--- src/rtl/date_scheduler.sv ---
// Two-requester date advancer on a 30-day/12-month calendar.
// Requests are granted round-robin in IDLE. NORM then folds the sum down by 30 per cycle.
module date_scheduler #(
  parameter int YEAR_W = 8
) (
  input  logic              clk,
  input  logic              rst,
  input  logic              req0,
  input  logic [5:0]        n0,
  input  logic              req1,
  input  logic [5:0]        n1,
  input  logic              load,
  input  logic [4:0]        set_day,
  input  logic [3:0]        set_month,
  input  logic [YEAR_W-1:0] set_year,
  output logic              gnt0,
  output logic              gnt1,
  output logic              busy,
  output logic              done,
  output logic              err,
  output logic [4:0]        day,
  output logic [3:0]        month,
  output logic [YEAR_W-1:0] year
);

  typedef enum logic [1:0] {IDLE, NORM, DONE} state_t;

  state_t     state;
  logic [6:0] sum;
  logic       prio1;   // set when requester 1 wins the next tie
  logic       valid_load;

  assign valid_load = (set_day >= 5'd1) && (set_day <= 5'd30) &&
                      (set_month >= 4'd1) && (set_month <= 4'd12);

  assign busy = (state != IDLE);
  assign done = (state == DONE);

  always_comb begin
    gnt0 = 1'b0;
    gnt1 = 1'b0;
    if (!rst && state == IDLE && !load) begin
      if (req0 && req1) begin
        gnt0 = !prio1;
        gnt1 = prio1;
      end else begin
        gnt0 = req0;
        gnt1 = req1;
      end
    end
  end

  always_ff @(posedge clk) begin
    if (rst) begin
      state <= IDLE;
      sum   <= '0;
      prio1 <= 1'b0;
      err   <= 1'b0;
      day   <= 5'd1;
      month <= 4'd1;
      year  <= '0;
    end else begin
      err <= 1'b0;
      case (state)
        IDLE: begin
          if (load) begin
            if (valid_load) begin
              day   <= set_day;
              month <= set_month;
              year  <= set_year;
            end else begin
              err <= 1'b1;
            end
          end else if (gnt0) begin
            sum   <= 7'(day) + 7'(n0);
            prio1 <= 1'b1;
            state <= NORM;
          end else if (gnt1) begin
            sum   <= 7'(day) + 7'(n1);
            prio1 <= 1'b0;
            state <= NORM;
          end
        end
        NORM: begin
          if (sum > 7'd30) begin
            sum <= sum - 7'd30;
            if (month == 4'd12) begin
              month <= 4'd1;
              year  <= year + YEAR_W'(1);
            end else begin
              month <= month + 4'd1;
            end
          end else begin
            day   <= sum[4:0];
            state <= DONE;
          end
        end
        DONE:    state <= IDLE;
        default: state <= IDLE;
      endcase
    end
  end

endmodule

--- config.mk ---
export PLATFORM = sky130hd
export DESIGN_NAME = date_scheduler
export DESIGN_NICKNAME = d
export VERILOG_FILES = /design/src/rtl/date_scheduler.sv
export SDC_FILE = /design/constraint.sdc
export NUM_CORES = 1
export LEC_CHECK = 0
export ABC_AREA = 1
export ABC_CLOCK_PERIOD_IN_PS = 3100
export CORE_MARGIN = 10
export CORE_UTILIZATION = 48
export DETAILED_ROUTE_END_ITERATION = 10
export GPL_TIMING_DRIVEN = 0
export PLACE_DENSITY = 0.79
export SETUP_SLACK_MARGIN = 0.1
export SLEW_MARGIN = 25
export SYNTH_ARGS = -nofsm -noshare
export SYNTH_HDL_FRONTEND = slang
export SYNTH_SLANG_ARGS = --single-unit
export TNS_END_PERCENT = 100
--- constraint.sdc ---
create_clock -name clk -period 3.1 [get_ports clk]
set_input_delay 0.62 -clock clk [delete_from_list [all_inputs] [get_ports clk]]
set_output_delay 0.62 -clock clk [all_outputs]
set_load 0.005 [all_outputs]
Word-level counts from Yosys, hierarchy flattened
Cells that the tools add are included.

Logic and storage cells: 80. Bits of input ports: 34. Bits in registers: 28.

Add/sub/neg operators: 5. Eq/ne operators: 10. Multiplexer cells: 31. Order comparisons: 5. Reductions and logical operators: 20. Bitwise logic cells: 2.

Operators by type and width (count): 2-to-1 mux 8 bit (4); 2-to-1 mux 7 bit (4); 2-to-1 mux 4 bit (4); case mux 8 bit (2 select lines) (1); 2-to-1 mux 5 bit (3); adder 5 x 6 -> 7 bit (2); case mux 7 bit (2 select lines) (1); inequality test 2 bit, second input constant (6); AND reduction 4 bit (3); case mux 5 bit (2 select lines) (1); adder 8 x 1 -> 8 bit, second input constant (1); 2-to-1 mux 2 bit (4); case mux 4 bit (2 select lines) (1); > comparator 7 x 5 -> 1 bit, second input constant (1); 2-to-1 mux 1 bit (7); subtractor 7 x 5 -> 7 bit, second input constant (1); logical AND 1 bit (6); AND reduction 3 bit (2); nonzero test 2 bit (3); >= comparator 5 x 1 -> 1 bit, second input constant (1); less-or-equal comparator 5 bit, second input constant (1); AND reduction 5 bit (1); adder 4 x 1 -> 4 bit, second input constant (1); == test 4 bit, second input constant (1); 10 further kinds (13).

Depth between registers and ports, before layout
Word-level depth: 8. Mapped depth: 18.

Worst setup path before layout
Ideal clock, no wire load.

Path kind: input to register. Start: input rst. End: register sum[4]. Data required time: 2.987 ns. Stages on the path: 18. Arrival time: 2.260 ns. Setup time: 0.113 ns. Setup slack: 0.726 ns. Path through: inv_2 > nand2_2 > nor2_4 > nand2_4 > inv_6 > nand2_1 > nand2_1 > ha_1 > inv_1 > fa_1 > inv_1 > nand3_1 > nand2_1 > a21oi_1 > o21ai_0 > o31ai_1 > nand2_1 > nand2_1.

Cells in the longest elaborated chain, start to end: 7. Elaborated cells on any way between the ends: 10. Those cells by class: eq/ne (1); mux (5); reduce/logical (4).

Ends and longest elaborated chain: start, declared (line 7) `input logic rst,`; logical NOT 1 bit (*) (line 42) `if (!rst && state == IDLE && !load) begin`; logical AND 1 bit (*) (2 in a row) (line 42); 2-to-1 mux 1 bit (*) (line 42); net gnt0 (line 16) `output logic gnt0,`; 2-to-1 mux 7 bit (line 74) `end else if (gnt0) begin`; 2-to-1 mux 7 bit (line 66) `if (load) begin`; case mux 7 bit (2 select lines) (line 64) `case (state)`; end signal, assigned (line 75) `sum <= 7'(day) + 7'(n0);`; end signal, assigned (line 79) `sum <= 7'(day) + 7'(n1);`; end signal, assigned (line 86) `sum <= sum - 7'd30;`; end, declared (line 29) `logic [6:0] sum;`.

The timed path passes the listed nets; every way through them passes the cells marked *. The select of a mux whose other input is x is not followed. A chain may end at the register's enable or synchronous reset.

Final worst setup path
Start: input load. End: register sum[4].

Cells in the longest elaborated chain, start to end: 6. Elaborated cells on any way between the ends: 10. Those cells by class: eq/ne (2); mux (5); reduce/logical (3).

Ends and longest elaborated chain: start, declared (line 12) `input logic load,`; logical NOT 1 bit (line 42); logical AND 1 bit (line 42); 2-to-1 mux 1 bit (line 42); 2-to-1 mux 7 bit (line 74); 2-to-1 mux 7 bit (line 66); case mux 7 bit (2 select lines) (line 64).

Parallel ways exist; a longest one is shown, timed or not. The select of a mux whose other input is x is not followed.

==> flow_metrics.tcl <==
set metrics [dict create \
    numPortBuffers 55 \
    maxSlewViolCount 0 \
    finalSetupTns_ns 0 \
    synth-compound-area-share_pct 12.8 \
    grt_pass1_wl_mm 10.1 \
    syn_nets 369 \
    ir_drop_mv 0.233 \
    p_leak_nw 1.30 \
    required_ns 3.28 \
    synth_cells 325 \
    fp.coreArea_um2 4060 \
    die_h_um 85.2 \
    clockBufferDepth 2 \
    critPathSlowestCell "clkdlybuf4s50_1" \
    cp_slowest_stage_delay_ns 0.43 \
    fin_area_um2 2710 \
    grt-ovfl-total 0 \
    drt_iter0_drc 235 \
    period_minus_slack_ns 2.77 \
    ys_types 38 \
    synth_top_family_by_area "simple AND/OR/NAND/NOR gates" \
    initial_core_util_pct 50.3 \
    max_freq_ghz 0.362 \
    yosysSeqAreaShare_pct 27.5 \
    detail-route-antenna-nets 0 \
    grt_pass1_vias 2237 \
    crit_path_end_kind "flop" \
    drive_gt1_share_pct 7.81 \
    fin_skew_ns 0.00182 \
    hold_violations 0 \
    cts_tree "yes" \
    status "finished clean" \
    finalSetupViolations 0 \
    post-dp-hpwl_mm 4.52 \
    utilization_pct 66.7 \
    drv_cap 0 \
    drc 0 \
    io_pins 56 \
    cp_max_fo 9 \
    wire_per_inst_um 13.2 \
    fin_nets 430 \
    crit_path_frequent_cell "nand2_1" \
    yosysWarnings 0 \
    worstPathArrival_ns 2.94 \
    n_antenna_cell 0 \
    dr.pass1.iters 5 \
    cp-start-kind "input port" \
    grt_max_degree 15 \
    syn_to_final_growth_pct 32.6 \
    wirelength_mm 5.74 \
    rsz0062_at_grt "no" \
    clk_latency_ns 0.28 \
    ys_seq_elements 28 \
    power_density_nw_per_um2 380 \
    vias_per_cell 5.09 \
    vias 2210 \
    syn_area_um2 2040 \
    numCtsBuffers 3 \
    cts_root_buffer "clkbuf_8" \
    critPathKind "in2reg" \
    rows 23 \
    syn_area_per_cell_um2 6.28 \
    clock_sinks 28 \
    final_cell_mix "nand2_1, clkdlybuf4s50_1, nor2_1" \
    slew_headroom_pct 64.4 \
    synthXorXnorAreaFrac_pct 1.72 \
    final_common_cell "nand2_1" \
    die_x_um 85.2 \
    period_share_pct 89.2 \
    r2r_slack_ns 0.70 \
    worst-slew-pin-transition_ns 0.534 \
    hp-class "reg2reg" \
    yosys.area_share.simple_pct 41.5 \
    dpl_cell_area_um2 2650 \
    die_area_um2 7260 \
    cts_htree_levels 1 \
    path_cells "clkdlybuf4s50_1, inv_1, nand2_2, nor2_4, nand2_4, inv_6, nand2_1, nand2_1, ha_1, inv_1, fa_1, inv_1, nand3_1, nand2_1, a21oi_1, o21ai_0, o31ai_1, nand2_1, nand2_1" \
    synthMuxAreaShare_pct 0.490 \
    grt_usage_pct 15.9 \
    synth_fa_ha_area_share_pct 6.50 \
    clk_pin_slew_ns 0.09 \
    total_power_mw 1.03 \
    antenna_found_initial 0 \
    gp_congestion 0.849 \
]
-- Yosys cell counts --
library cell  count  area, µm²
nand2_2           6       37.5
nor3_1            3       15.0
nand2_8           1       20.0
nand3_4           1       17.5
buf_4             1       7.51
fa_1              1       20.0
nor2_8            1       20.0
nand3_2           1       10.0
buf_2             1       5.00
inv_1            32        120
nand4_1           3       18.8
nor2_4            2       22.5
o31ai_1           1       7.51
o211ai_2          1       12.5
mux2i_1           1       10.0
nand2_4           1       11.3
xor2_1            2       17.5
ha_1              9        113
inv_6             1       8.76
buf_6             1       11.3
xnor2_1           2       17.5
clkbuf_1          4       15.0
a21oi_1          12       60.1
nor2_1           46        173
nor2_2            1       6.26
nand3b_1          3       22.5
nand2_1          97        364
o21ai_0          26        130
o21ai_1           3       15.0
buf_1             1       3.75
a2bb2oi_1         1       8.76
o22ai_1           2       12.5
o211ai_1          1       7.51
dfxtp_1          28        561
inv_2             6       22.5
nand3_1          20        100
and2_4            1       8.76
o21a_1            1       7.51
-- path summary, 6_finish.rpt --
path                 start  endpoint  depth (start not counted)
hold / removal      sum[0]    sum[0]                          2
setup reg to reg  state[0]    sum[4]                         18
hold reg to reg     sum[0]    sum[0]                          2
setup / recovery      load    sum[4]                         19
-- logic make-up after synthesis --
logic type	Yosys count
fa+ha+maj	10
compound gates	48
flops	28
xor+xnor	4
buf+inv	47
simple gates	187
mux	1
-- metal layers --
| layer | up-vias | wire length, µm | global-route usage (%) |
|---|---|---|---|
| li1 | 1148 | - | - |
| met4 | 0 | 80 | 4.79 |
| met1 | 983 | 2540 | 18.5 |
| met3 | 7 | 492 | 4.68 |
| met5 | - | 0 | 0 |
| met2 | 72 | 2640 | 27.5 |
-- worst max-delay path: cells and delay by family --
family                     cells  cell delay [ns]
and+or+nand+nor                9             0.74
buffers and inverters          5             0.80
AOI/OAI and AO/OA              3             0.27
adders and majority gates      2             0.51
-- registers in the layout, summed over array words and instances, names as in the netlist --
name / count
year: 8
sum: 7
day: 5
month: 4
state: 2
err: 1
prio1: 1
-- what timing repair did --
item / 4_1_cts / 5_1_grt
resized for setup: 0 / 1
setup endpoints to repair: 1 / 2
setup buffers: 1 / 0
hold endpoints to repair: 0 / 0
hold buffers: 0 / 0
-- power breakdown --
part / internal [mW] / switching (mW)
logic: 0.189 / 0.198
registers: 0.398 / 0.0412
clock network: 0.0875 / 0.114
total: 0.675 / 0.353
-- per-stage QoR --
stage	worst slack, ns	std cells	hold WS (ns)
after floorplan	0.726	325	0.439
after global placement	-0.165	430	0.467
after detailed placement	-0.205	430	0.473
after CTS	0.178	434	0.485
after global routing	0.129	434	0.517
final	0.335	434	0.493
-- final cells by class --
class                      instances  area, µm²
fill                             376       1350
multi-input combinational        250       1290
sequential                        28        561
timing repair buffer              56        561
inverter                          39        151
tap                               50       62.6
buffer                             8       42.5
clock buffer                       3       41.3
Power figures use the tool's default switching activity.
